## src/rtl/rsa_pkg.sv

```systemverilog
// Shared definitions for the RSA operand load path.
//   - Operand-select codes driven on loading_state toward the register bank.
//   - Load sequencer state encoding.
//   - Default byte stride between consecutive 1024-bit operands.
package rsa_pkg;

  localparam int OPERAND_BYTES = 128;

  localparam logic [31:0] LOAD_NONE = 32'h0000_0000;
  localparam logic [31:0] LOAD_N    = 32'h0000_0009;
  localparam logic [31:0] LOAD_E    = 32'h0000_000A;
  localparam logic [31:0] LOAD_RN   = 32'h0000_000B;
  localparam logic [31:0] LOAD_R2N  = 32'h0000_000C;

  typedef enum logic [2:0] {
    ST_IDLE  = 3'd0,
    ST_SEL   = 3'd1,
    ST_REQ   = 3'd2,
    ST_WAIT  = 3'd3,
    ST_DONE  = 3'd4,
    ST_ERROR = 3'd5
  } load_state_t;

endpackage

```

## src/rtl/operand_load_sequencer.sv

```systemverilog
// operand_load_sequencer
// Loads up to four 1024-bit operands (N, e, R_N, R2_N) through the DMA
// receive channel, one DMA read per operand enabled in operand_mask, while
// presenting the operand-select code on loading_state.
//
// Optional feature: define LOAD_TIMEOUT_EN to add a per-transfer watchdog
// (TIMEOUT_CYCLES parameter and sticky timeout output).
//
// Ports:
//   clk, resetn             clock, async active-low reset
//   start                   one-cycle command, accepted only in IDLE
//   base_addr[31:0]         byte address of N; operand k at base + k*OPERAND_BYTES
//   operand_mask[3:0]       bit k enables operand k
//   loading_state[31:0]     operand-select code, 0 when not loading
//   dma_rx_address[31:0]    read address of the current transfer
//   dma_rx_start            one-cycle DMA request
//   dma_done/idle/error     DMA status
//   busy, done, error       status to the control FSM (error is sticky)
//   timeout                 sticky watchdog flag (LOAD_TIMEOUT_EN only)
//
// state | meaning
// IDLE  | waiting for start
// SEL   | next operand chosen (code/address already presented)
// REQ   | waiting for dma_idle, then pulse dma_rx_start
// WAIT  | transfer in flight, waiting for dma_done
// DONE  | all enabled operands loaded, pulse done
// ERROR | DMA error or watchdog expiry, flag error
module operand_load_sequencer #(
  parameter int OPERAND_BYTES = rsa_pkg::OPERAND_BYTES
`ifdef LOAD_TIMEOUT_EN
  , parameter int TIMEOUT_CYCLES = 65535
`endif
) (
  input  logic        clk,
  input  logic        resetn,
  input  logic        start,
  input  logic [31:0] base_addr,
  input  logic [3:0]  operand_mask,
  output logic [31:0] loading_state,
  output logic [31:0] dma_rx_address,
  output logic        dma_rx_start,
  input  logic        dma_done,
  input  logic        dma_idle,
  input  logic        dma_error,
  output logic        busy,
  output logic        done,
  output logic        error
`ifdef LOAD_TIMEOUT_EN
  , output logic      timeout
`endif
);

  import rsa_pkg::*;

  // Returns {found, index} of the lowest set mask bit at or above 'from'.
  function automatic logic [2:0] find_next(input logic [3:0] mask, input logic [2:0] from);
    logic [2:0] hit;
    hit = 3'b000;
    for (int i = 3; i >= 0; i--) begin
      if ((3'(i) >= from) && mask[i]) hit = {1'b1, 2'(i)};
    end
    return hit;
  endfunction

  function automatic logic [31:0] code_of(input logic [1:0] idx);
    logic [31:0] code;
    case (idx)
      2'd0:    code = LOAD_N;
      2'd1:    code = LOAD_E;
      2'd2:    code = LOAD_RN;
      default: code = LOAD_R2N;
    endcase
    return code;
  endfunction

  load_state_t r_state;
  logic [3:0]  r_mask;
  logic [31:0] r_base;
  logic [1:0]  r_k;
  logic        r_hit;
  logic [31:0] r_loading_state;
  logic [31:0] r_dma_rx_address;
  logic        r_dma_rx_start;
  logic        r_busy;
  logic        r_done;
  logic        r_error;
`ifdef LOAD_TIMEOUT_EN
  logic        r_timeout;
  logic [31:0] r_cnt;
`endif

  // The next operand is resolved on the way into SEL (from IDLE or WAIT),
  // so code and address are already stable while SEL is occupied.
  logic [3:0]  w_scan_mask;
  logic [31:0] w_scan_base;
  logic [2:0]  w_scan_from;
  logic [2:0]  w_hit;
  logic        w_found;
  logic [1:0]  w_idx;
  logic [31:0] w_addr;
  logic [31:0] w_code;

  always_comb begin
    w_scan_mask = r_mask;
    w_scan_base = r_base;
    w_scan_from = {1'b0, r_k} + 3'd1;
    if (r_state == ST_IDLE) begin
      w_scan_mask = operand_mask;
      w_scan_base = base_addr;
      w_scan_from = 3'd0;
    end
    w_hit   = find_next(w_scan_mask, w_scan_from);
    w_found = w_hit[2];
    w_idx   = w_hit[1:0];
    w_addr  = w_scan_base + (32'(w_idx) * 32'(OPERAND_BYTES));
    w_code  = w_found ? code_of(w_idx) : LOAD_NONE;
  end

  always_ff @(posedge clk or negedge resetn) begin
    if (!resetn) begin
      r_state          <= ST_IDLE;
      r_mask           <= 4'b0000;
      r_base           <= 32'h0;
      r_k              <= 2'd0;
      r_hit            <= 1'b0;
      r_loading_state  <= LOAD_NONE;
      r_dma_rx_address <= 32'h0;
      r_dma_rx_start   <= 1'b0;
      r_busy           <= 1'b0;
      r_done           <= 1'b0;
      r_error          <= 1'b0;
`ifdef LOAD_TIMEOUT_EN
      r_timeout        <= 1'b0;
      r_cnt            <= 32'h0;
`endif
    end else begin
      r_dma_rx_start <= 1'b0;
      r_done         <= 1'b0;
      case (r_state)
        ST_IDLE: begin
          if (start) begin
            r_mask          <= operand_mask;
            r_base          <= base_addr;
            r_error         <= 1'b0;
`ifdef LOAD_TIMEOUT_EN
            r_timeout       <= 1'b0;
`endif
            r_busy          <= 1'b1;
            r_k             <= w_idx;
            r_hit           <= w_found;
            r_loading_state <= w_code;
            if (w_found) r_dma_rx_address <= w_addr;
            r_state         <= ST_SEL;
          end
        end
        ST_SEL: begin
          if (r_hit) begin
            r_state <= ST_REQ;
          end else begin
            r_busy          <= 1'b0;
            r_loading_state <= LOAD_NONE;
            r_state         <= ST_DONE;
          end
        end
        ST_REQ: begin
          if (dma_error) begin
            r_error         <= 1'b1;
            r_busy          <= 1'b0;
            r_loading_state <= LOAD_NONE;
            r_state         <= ST_ERROR;
          end else if (dma_idle) begin
            r_dma_rx_start <= 1'b1;
`ifdef LOAD_TIMEOUT_EN
            r_cnt          <= 32'h0;
`endif
            r_state        <= ST_WAIT;
          end
        end
        ST_WAIT: begin
          // Error has priority over a coincident dma_done; k is not advanced.
          if (dma_error) begin
            r_error         <= 1'b1;
            r_busy          <= 1'b0;
            r_loading_state <= LOAD_NONE;
            r_state         <= ST_ERROR;
          end else if (dma_done) begin
            if (r_k == 2'd3) begin
              r_busy          <= 1'b0;
              r_loading_state <= LOAD_NONE;
              r_state         <= ST_DONE;
            end else begin
              r_k             <= w_idx;
              r_hit           <= w_found;
              r_loading_state <= w_code;
              if (w_found) r_dma_rx_address <= w_addr;
              r_state         <= ST_SEL;
            end
          end
`ifdef LOAD_TIMEOUT_EN
          else if (r_cnt == 32'(TIMEOUT_CYCLES - 1)) begin
            r_timeout       <= 1'b1;
            r_error         <= 1'b1;
            r_busy          <= 1'b0;
            r_loading_state <= LOAD_NONE;
            r_state         <= ST_ERROR;
          end else begin
            r_cnt <= r_cnt + 32'd1;
          end
`endif
        end
        ST_DONE: begin
          r_done  <= 1'b1;
          r_state <= ST_IDLE;
        end
        ST_ERROR: begin
          r_state <= ST_IDLE;
        end
        default: r_state <= ST_IDLE;
      endcase
    end
  end

  assign loading_state  = r_loading_state;
  assign dma_rx_address = r_dma_rx_address;
  assign dma_rx_start   = r_dma_rx_start;
  assign busy           = r_busy;
  assign done           = r_done;
  assign error          = r_error;
`ifdef LOAD_TIMEOUT_EN
  assign timeout        = r_timeout;
`endif

endmodule

```

## config.mk

```make
export PLATFORM = sky130hd
export DESIGN_NAME = operand_load_sequencer
export DESIGN_NICKNAME = d
export VERILOG_FILES = /design/src/rtl/rsa_pkg.sv /design/src/rtl/operand_load_sequencer.sv
export SDC_FILE = /design/constraint.sdc
export NUM_CORES = 1
export LEC_CHECK = 0
export BUFFER_PORTS_ARGS = -buffer_cell sky130_fd_sc_hd__buf_2
export CAP_MARGIN = 30
export CORE_ASPECT_RATIO = 0.5
export CORE_MARGIN = 8
export CORE_UTILIZATION = 25
export CTS_CLUSTER_SIZE = 12
export DETAILED_ROUTE_END_ITERATION = 10
export SLEW_MARGIN = 0
export SYNTH_ARGS = -nofsm -noshare
export SYNTH_HDL_FRONTEND = slang
export SYNTH_SLANG_ARGS = --single-unit
```

## constraint.sdc

```tcl
create_clock -name clk -period 9.2 [get_ports clk]
set_input_delay 0 -clock clk [delete_from_list [all_inputs] [get_ports clk]]
set_output_delay 0 -clock clk [all_outputs]
set_load 0.02 [all_outputs]
```

Word-level counts from Yosys, hierarchy flattened
Cells that the tools add are included.
- bits in registers: 110
- bits of input ports: 42
- output and inout bits: 68
- word-level logic and storage cells: 104
- $add $sub $neg: 2
- order comparisons: 4
- equality and inequality tests: 17
- mux-type cells: 54
- reductions and logical operators: 16
- operators by type and width (operator ; number):
    two-way mux 32 bit ; 13
    case mux 32 bit (4 select lines) ; 1
    case mux 32 bit (2 select lines) ; 1
    two-way mux 3 bit ; 12
    adder 32 x 9 -> 32 bit ; 1
    two-way mux 1 bit ; 16
    inequality test 2 bit (second input constant) ; 6
    case mux 3 bit (4 select lines) ; 1
    AND reduction 5 bit ; 2
    inequality test 3 bit (second input constant) ; 3
    case mux 3 bit (3 select lines) ; 1
    two-way mux 2 bit ; 4
    == test 3 x 2 -> 1 bit (second input constant) ; 2
    >= comparator 1 x 3 -> 1 bit (first input constant) ; 2
    >= comparator 2 x 3 -> 1 bit (first input constant) ; 2
    AND reduction 3 bit ; 2
    AND reduction 6 bit ; 1
    == test 2 bit (second input constant) ; 2
    logical AND 1 bit ; 4
    two-way mux 4 bit ; 1
    case mux 1 bit (2 select lines) ; 2
    case mux 1 bit (4 select lines) ; 1
    case mux 2 bit (2 select lines) ; 1
    nonzero test 2 bit ; 2
    10 further kinds ; 10

Longest topological paths before layout
- depth after elaboration: 15
- depth in mapped cells: 16
- mapped depth without buffers: 14

Least setup slack after synthesis
OpenSTA, ideal clock, no wires.
- path kind: flip-flop to flip-flop
- start: register r_state[1]
- end: register r_dma_rx_address[27] (netlist: dma_rx_address[27])
- setup time: 0.132 ns
- arrival time: 3.068 ns
- required time: 9.068 ns
- setup slack: 6.000 ns
- cell stages (with the launch flop): 16
- buffers on the path: 4
- cells stage by stage: dfrtp_1 buf_4 nor3_1 buf_2 buf_2 buf_1 nand2_1 nand2_1 ha_1 inv_1 fa_1 inv_1 o211ai_4 nor3_2 xor2_1 o21ai_1
- cells in the longest elaborated chain, start to end: 14
- elaborated cells on any way between the ends: 30
- classes of those cells: 1 x add/sub; 4 x order compare; 5 x eq/ne; 13 x mux; 7 x reduce/logical
- RTL lines (item ; line ; RTL):
    start, declared ; operand_load_sequencer.sv:76 ; load_state_t r_state;
    start signal, assigned ; operand_load_sequencer.sv:121 ; r_state <= ST_IDLE;
    start signal, assigned ; operand_load_sequencer.sv:153 ; r_state <= ST_SEL;
    start signal, assigned ; operand_load_sequencer.sv:158 ; r_state <= ST_REQ;
    logical NOT 3 bit ; operand_load_sequencer.sv:107, operand_load_sequencer.sv:139 ;
    two-way mux 3 bit ; operand_load_sequencer.sv:107 ; if (r_state == ST_IDLE) begin
    >= comparator 2 x 3 -> 1 bit ; operand_load_sequencer.sv:60 ; if ((3'(i) >= from) && mask[i]) hit = {1'b1, 2'(i)};
    logical AND 1 bit ; operand_load_sequencer.sv:60 ;
    two-way mux 3 bit (4 in a row) ; operand_load_sequencer.sv:60 ;
    adder 32 x 9 -> 32 bit ; operand_load_sequencer.sv:115 ; w_addr = w_scan_base + (32'(w_idx) * 32'(OPERAND_BYTES));
    two-way mux 32 bit ; operand_load_sequencer.sv:152, operand_load_sequencer.sv:195 ;
    two-way mux 32 bit ; operand_load_sequencer.sv:187 ; if (r_k == 2'd3) begin
    two-way mux 32 bit ; operand_load_sequencer.sv:186 ; end else if (dma_done) begin
    two-way mux 32 bit ; operand_load_sequencer.sv:181 ; if (dma_error) begin
    case mux 32 bit (2 select lines) ; operand_load_sequencer.sv:139 ; case (r_state)
    end signal, assigned ; operand_load_sequencer.sv:152 ; if (w_found) r_dma_rx_address <= w_addr;
    end signal, assigned ; operand_load_sequencer.sv:195 ; if (w_found) r_dma_rx_address <= w_addr;
    end, declared ; operand_load_sequencer.sv:82 ; logic [31:0] r_dma_rx_address;
Several ways; a longest one is shown, not always the timed one. The select of a mux whose other input is x is not followed.
A chain may end at the register's enable or synchronous reset.

Worst setup path after layout
- start: register r_state[0]
- end: register r_dma_rx_address[20] (netlist: dma_rx_address[20])
Same word-level chain as after synthesis.

==> impl_results.md <==
* Antenna-violating nets left at 0
* CTS tree: yes
* Average vias per placed instance at 4.29
* Number of sinks on the clock net at 82
* Commonest cells after routing, fill and taps aside: sky130_fd_sc_hd__dfrtp_1 (82), sky130_fd_sc_hd__buf_2 (80), sky130_fd_sc_hd__nand2_1 (58), sky130_fd_sc_hd__o21ai_0 (42)
* Routed WL per cell at 13.6 um
* Highest fanout seen on the critical path at 41
* Class of the most critical setup path: flip-flop to flip-flop
* Overall fraction of global-route tracks in use at 9.45%
* Starting utilization of the core area at 25.1%
* Post-synthesis instance area at 4550 um2
* Met2 Resource Use GR at 17.3%
* Finished Layout Cells at 811
* Die Width at 207 um
* Placed Cells incl. Taps at 757
* Clock buffers created by TritonCTS at 9
* Type of element launching the critical path: flip-flop
* H-tree depth at 3
* Number of port buffers at 81
* Number of global-route vias before repair at 3546
* Final max-slew violation count at 0
* Nature of the critical path endpoint: flip-flop
* CTS Root Buffer Type: sky130_fd_sc_hd__clkbuf_16
* WP data required at 9.39 ns
* Met1 track demand over resource at 10.8%
* # Max-Cap Violations at 0
* Accumulated negative setup slack at 0 ns
* Residual DRC at 0
* Full die area at 23000 um2
* Area growth from synthesis to final layout at 26.8%
* Cell count of the worst reg-to-reg path at 8
* Worst-skew pair later-pin latency at 0.33 ns
* Met3 global-route usage at 1.62%
* Post-synthesis sequential area ratio at 45.1%
* Die Y at 111 um
* Initial antenna violation count at 1
* R2r setup slk at 5.29 ns
* Post-synthesis async set-or-reset flop share at 100%
* Gpl congestion at 0.842
* Highest clock frequency the design can meet at 256 MHz
* Unrepaired setup endpoints after global routing: false
* Count of flip-flops with a built-in enable after synthesis at 0
* Synthesized instance count at 455
* Clock transition at path regs at 0.06 ns
* Floorplan Core Area at 18100 um2
* Data arrival time of the worst path at 4.10 ns
* Proportion of layout cells with a drive suffix above 1 at 26.7%
* Rows at 35
* Total power at 0.00201 W
* Measured slew at the worst slew-check pin at 0.958 ns
* First-pass iteration count of the detailed router at 4
* Critical path launch point: r_state[0]$_DFFE_PN0P_
* RR Startpoint: r_state[0]$_DFFE_PN0P_
* Total placed instance area at 5110 um2
* Average size of a mapped cell at 10.0 um2
* Number of library cell types mapped by synthesis at 44
* Starting DRT DRC Count at 71
* Peak supply drop at 0.149 mV
* Number of warning messages in the yosys log at 0
* Tightest slew margin relative to the limit at 36.2%
* Hold Crit Class: input port to flip-flop
* Final hold viol count at 0
* Layout Skew at 0.00464 ns
* Global-route wire length before repair at 17700 um
* Minimum period implied by the final worst setup slack at 3.91 ns
* DP HPWL at 8150 um
* Number of buffers on the longest clock path at 2
* Termination of the worst setup path: dma_rx_address[20]$_DFFE_PN0P_
* Power density over the cells at 348 nW/um2
* Design Area, Final at 5770 um2
* Endpoint of the lowest-slack register-to-register path: dma_rx_address[20]$_DFFE_PN0P_
* Pin count of the biggest net entering global routing at 64
* Period Utilization, post-route at 42.5%
* Final setup violating endpoints at 0
* Commonest register cell after synthesis: sky130_fd_sc_hd__dfrtp_1
* Total detailed-routing wirelength at 11100 um
* Result of the run: complete, no violations
* FF+latch count, synth at 82
* Vias after detailed routing at 3482
* Most common library cell in the layout ignoring fill and taps: sky130_fd_sc_hd__dfrtp_1
* Congestion Overflow GR at 0
* Post-layout nets at 614
* Number of placed I/O pins at 110
* Static leakage power at 2.65 nW
* Busiest layer in global routing: met2
-- synthesized netlist by cell type (3+ instances only) --
master / n / area share, %
sky130_fd_sc_hd__buf_1: 4 / 0.33
sky130_fd_sc_hd__nand2_1: 58 / 4.8
sky130_fd_sc_hd__nor3_1: 5 / 0.55
sky130_fd_sc_hd__dfrtp_1: 82 / 45
sky130_fd_sc_hd__clkbuf_1: 11 / 0.91
sky130_fd_sc_hd__buf_4: 29 / 4.8
sky130_fd_sc_hd__and3_1: 5 / 0.69
sky130_fd_sc_hd__a31oi_1: 4 / 0.55
sky130_fd_sc_hd__nor2_1: 26 / 2.1
sky130_fd_sc_hd__ha_1: 6 / 1.6
sky130_fd_sc_hd__nor3b_1: 3 / 0.49
sky130_fd_sc_hd__xnor2_1: 10 / 1.9
sky130_fd_sc_hd__o21ai_0: 42 / 4.6
sky130_fd_sc_hd__a21oi_1: 12 / 1.3
sky130_fd_sc_hd__inv_1: 12 / 0.99
sky130_fd_sc_hd__xor2_1: 16 / 3.1
sky130_fd_sc_hd__nand2b_1: 3 / 0.41
sky130_fd_sc_hd__nand4_1: 4 / 0.55
sky130_fd_sc_hd__buf_2: 5 / 0.55
sky130_fd_sc_hd__mux2i_1: 28 / 6.2
sky130_fd_sc_hd__mux2_2: 37 / 9.2
sky130_fd_sc_hd__nor3_2: 5 / 1.1
sky130_fd_sc_hd__o21ai_1: 8 / 0.88
sky130_fd_sc_hd__nand3_1: 12 / 1.3
-- layer usage --
layer,part of all wire (%),up-vias
met5,0,-
met1,44,1655
met3,3.7,14
met2,51,76
li1,-,1737
met4,1.7,0
-- where the power goes --
group          internal (W)  leakage, nW  switching [W]
logic              0.000407         1.51       0.000590
registers          0.000538         1.00       0.000124
clock network      0.000204        0.141       0.000142
-- stage by stage --
stage	setup WS (ns)	util, %	hold slack (ns)
after floorplan	6.00	-	-0.296
after global placement	5.38	28.0	0.243
after detailed placement	5.31	28.2	-0.0974
after CTS	5.28	31.8	0.00182
after global routing	4.93	31.8	0.0114
final	5.29	31.8	0.0127
-- worst min path at each step --
stage | start | to | cells after the start
2_1_floorplan | resetn | busy$_DFFE_PN0P_ | 0
3_3_place_gp | resetn | r_base[31]$_DFFE_PN0P_ | 1
3_5_place_dp | resetn | r_base[0]$_DFFE_PN0P_ | 1
4_1_cts | base_addr[16] | r_base[16]$_DFFE_PN0P_ | 2
5_1_grt | base_addr[16] | r_base[16]$_DFFE_PN0P_ | 2
6_report | dma_error | error$_DFFE_PN0P_ | 3
-- critical path: stages (launching register included) --
cell	delay, ns
sky130_fd_sc_hd__dfrtp_1	0.51
sky130_fd_sc_hd__nor3_2	0.15
sky130_fd_sc_hd__buf_4	0.48
sky130_fd_sc_hd__and2_2	0.89
sky130_fd_sc_hd__a31oi_1	0.22
sky130_fd_sc_hd__nand3b_1	0.79
sky130_fd_sc_hd__buf_4	0.53
sky130_fd_sc_hd__nand2_1	0.10
sky130_fd_sc_hd__o21ai_0	0.08
-- logic make-up after synthesis --
group / synth area share (%)
AO/OA/AOI/OAI: 10.2
XOR/XNOR: 5.00
adder cells (fa/ha/maj): 2.09
buffers and inverters: 7.81
flip-flops: 45.1
multiplexers: 15.3
other: 0.0824
AND/OR/NAND/NOR: 14.4
-- what timing repair did --
item	4_1_cts	5_1_grt
resized for setup	0	0
hold endpoints to repair	124	0
buffers inserted	0	0
hold buffers	37	0
-- sequential cells by signal, summed over array words and instances (netlist names) --
| signal | count |
|---|---|
| dma_rx_address | 32 |
| r_base | 32 |
| loading_state | 4 |
| r_mask | 4 |
| r_state | 3 |
| r_k | 2 |
| busy | 1 |
| dma_rx_start | 1 |
| done | 1 |
| error | 1 |
| r_hit | 1 |
-- layout make-up --
cell class,count,area (um2)
multi-input combinational,338,2250
fill,1881,12400
clock buffer,12,267
antenna,1,2.50
timing repair buffer,122,828
tap,240,300
clock inverter,4,25.0
inverter,12,45.0
sequential,82,2050
No activity file was read; power rests on OpenSTA's default activity.
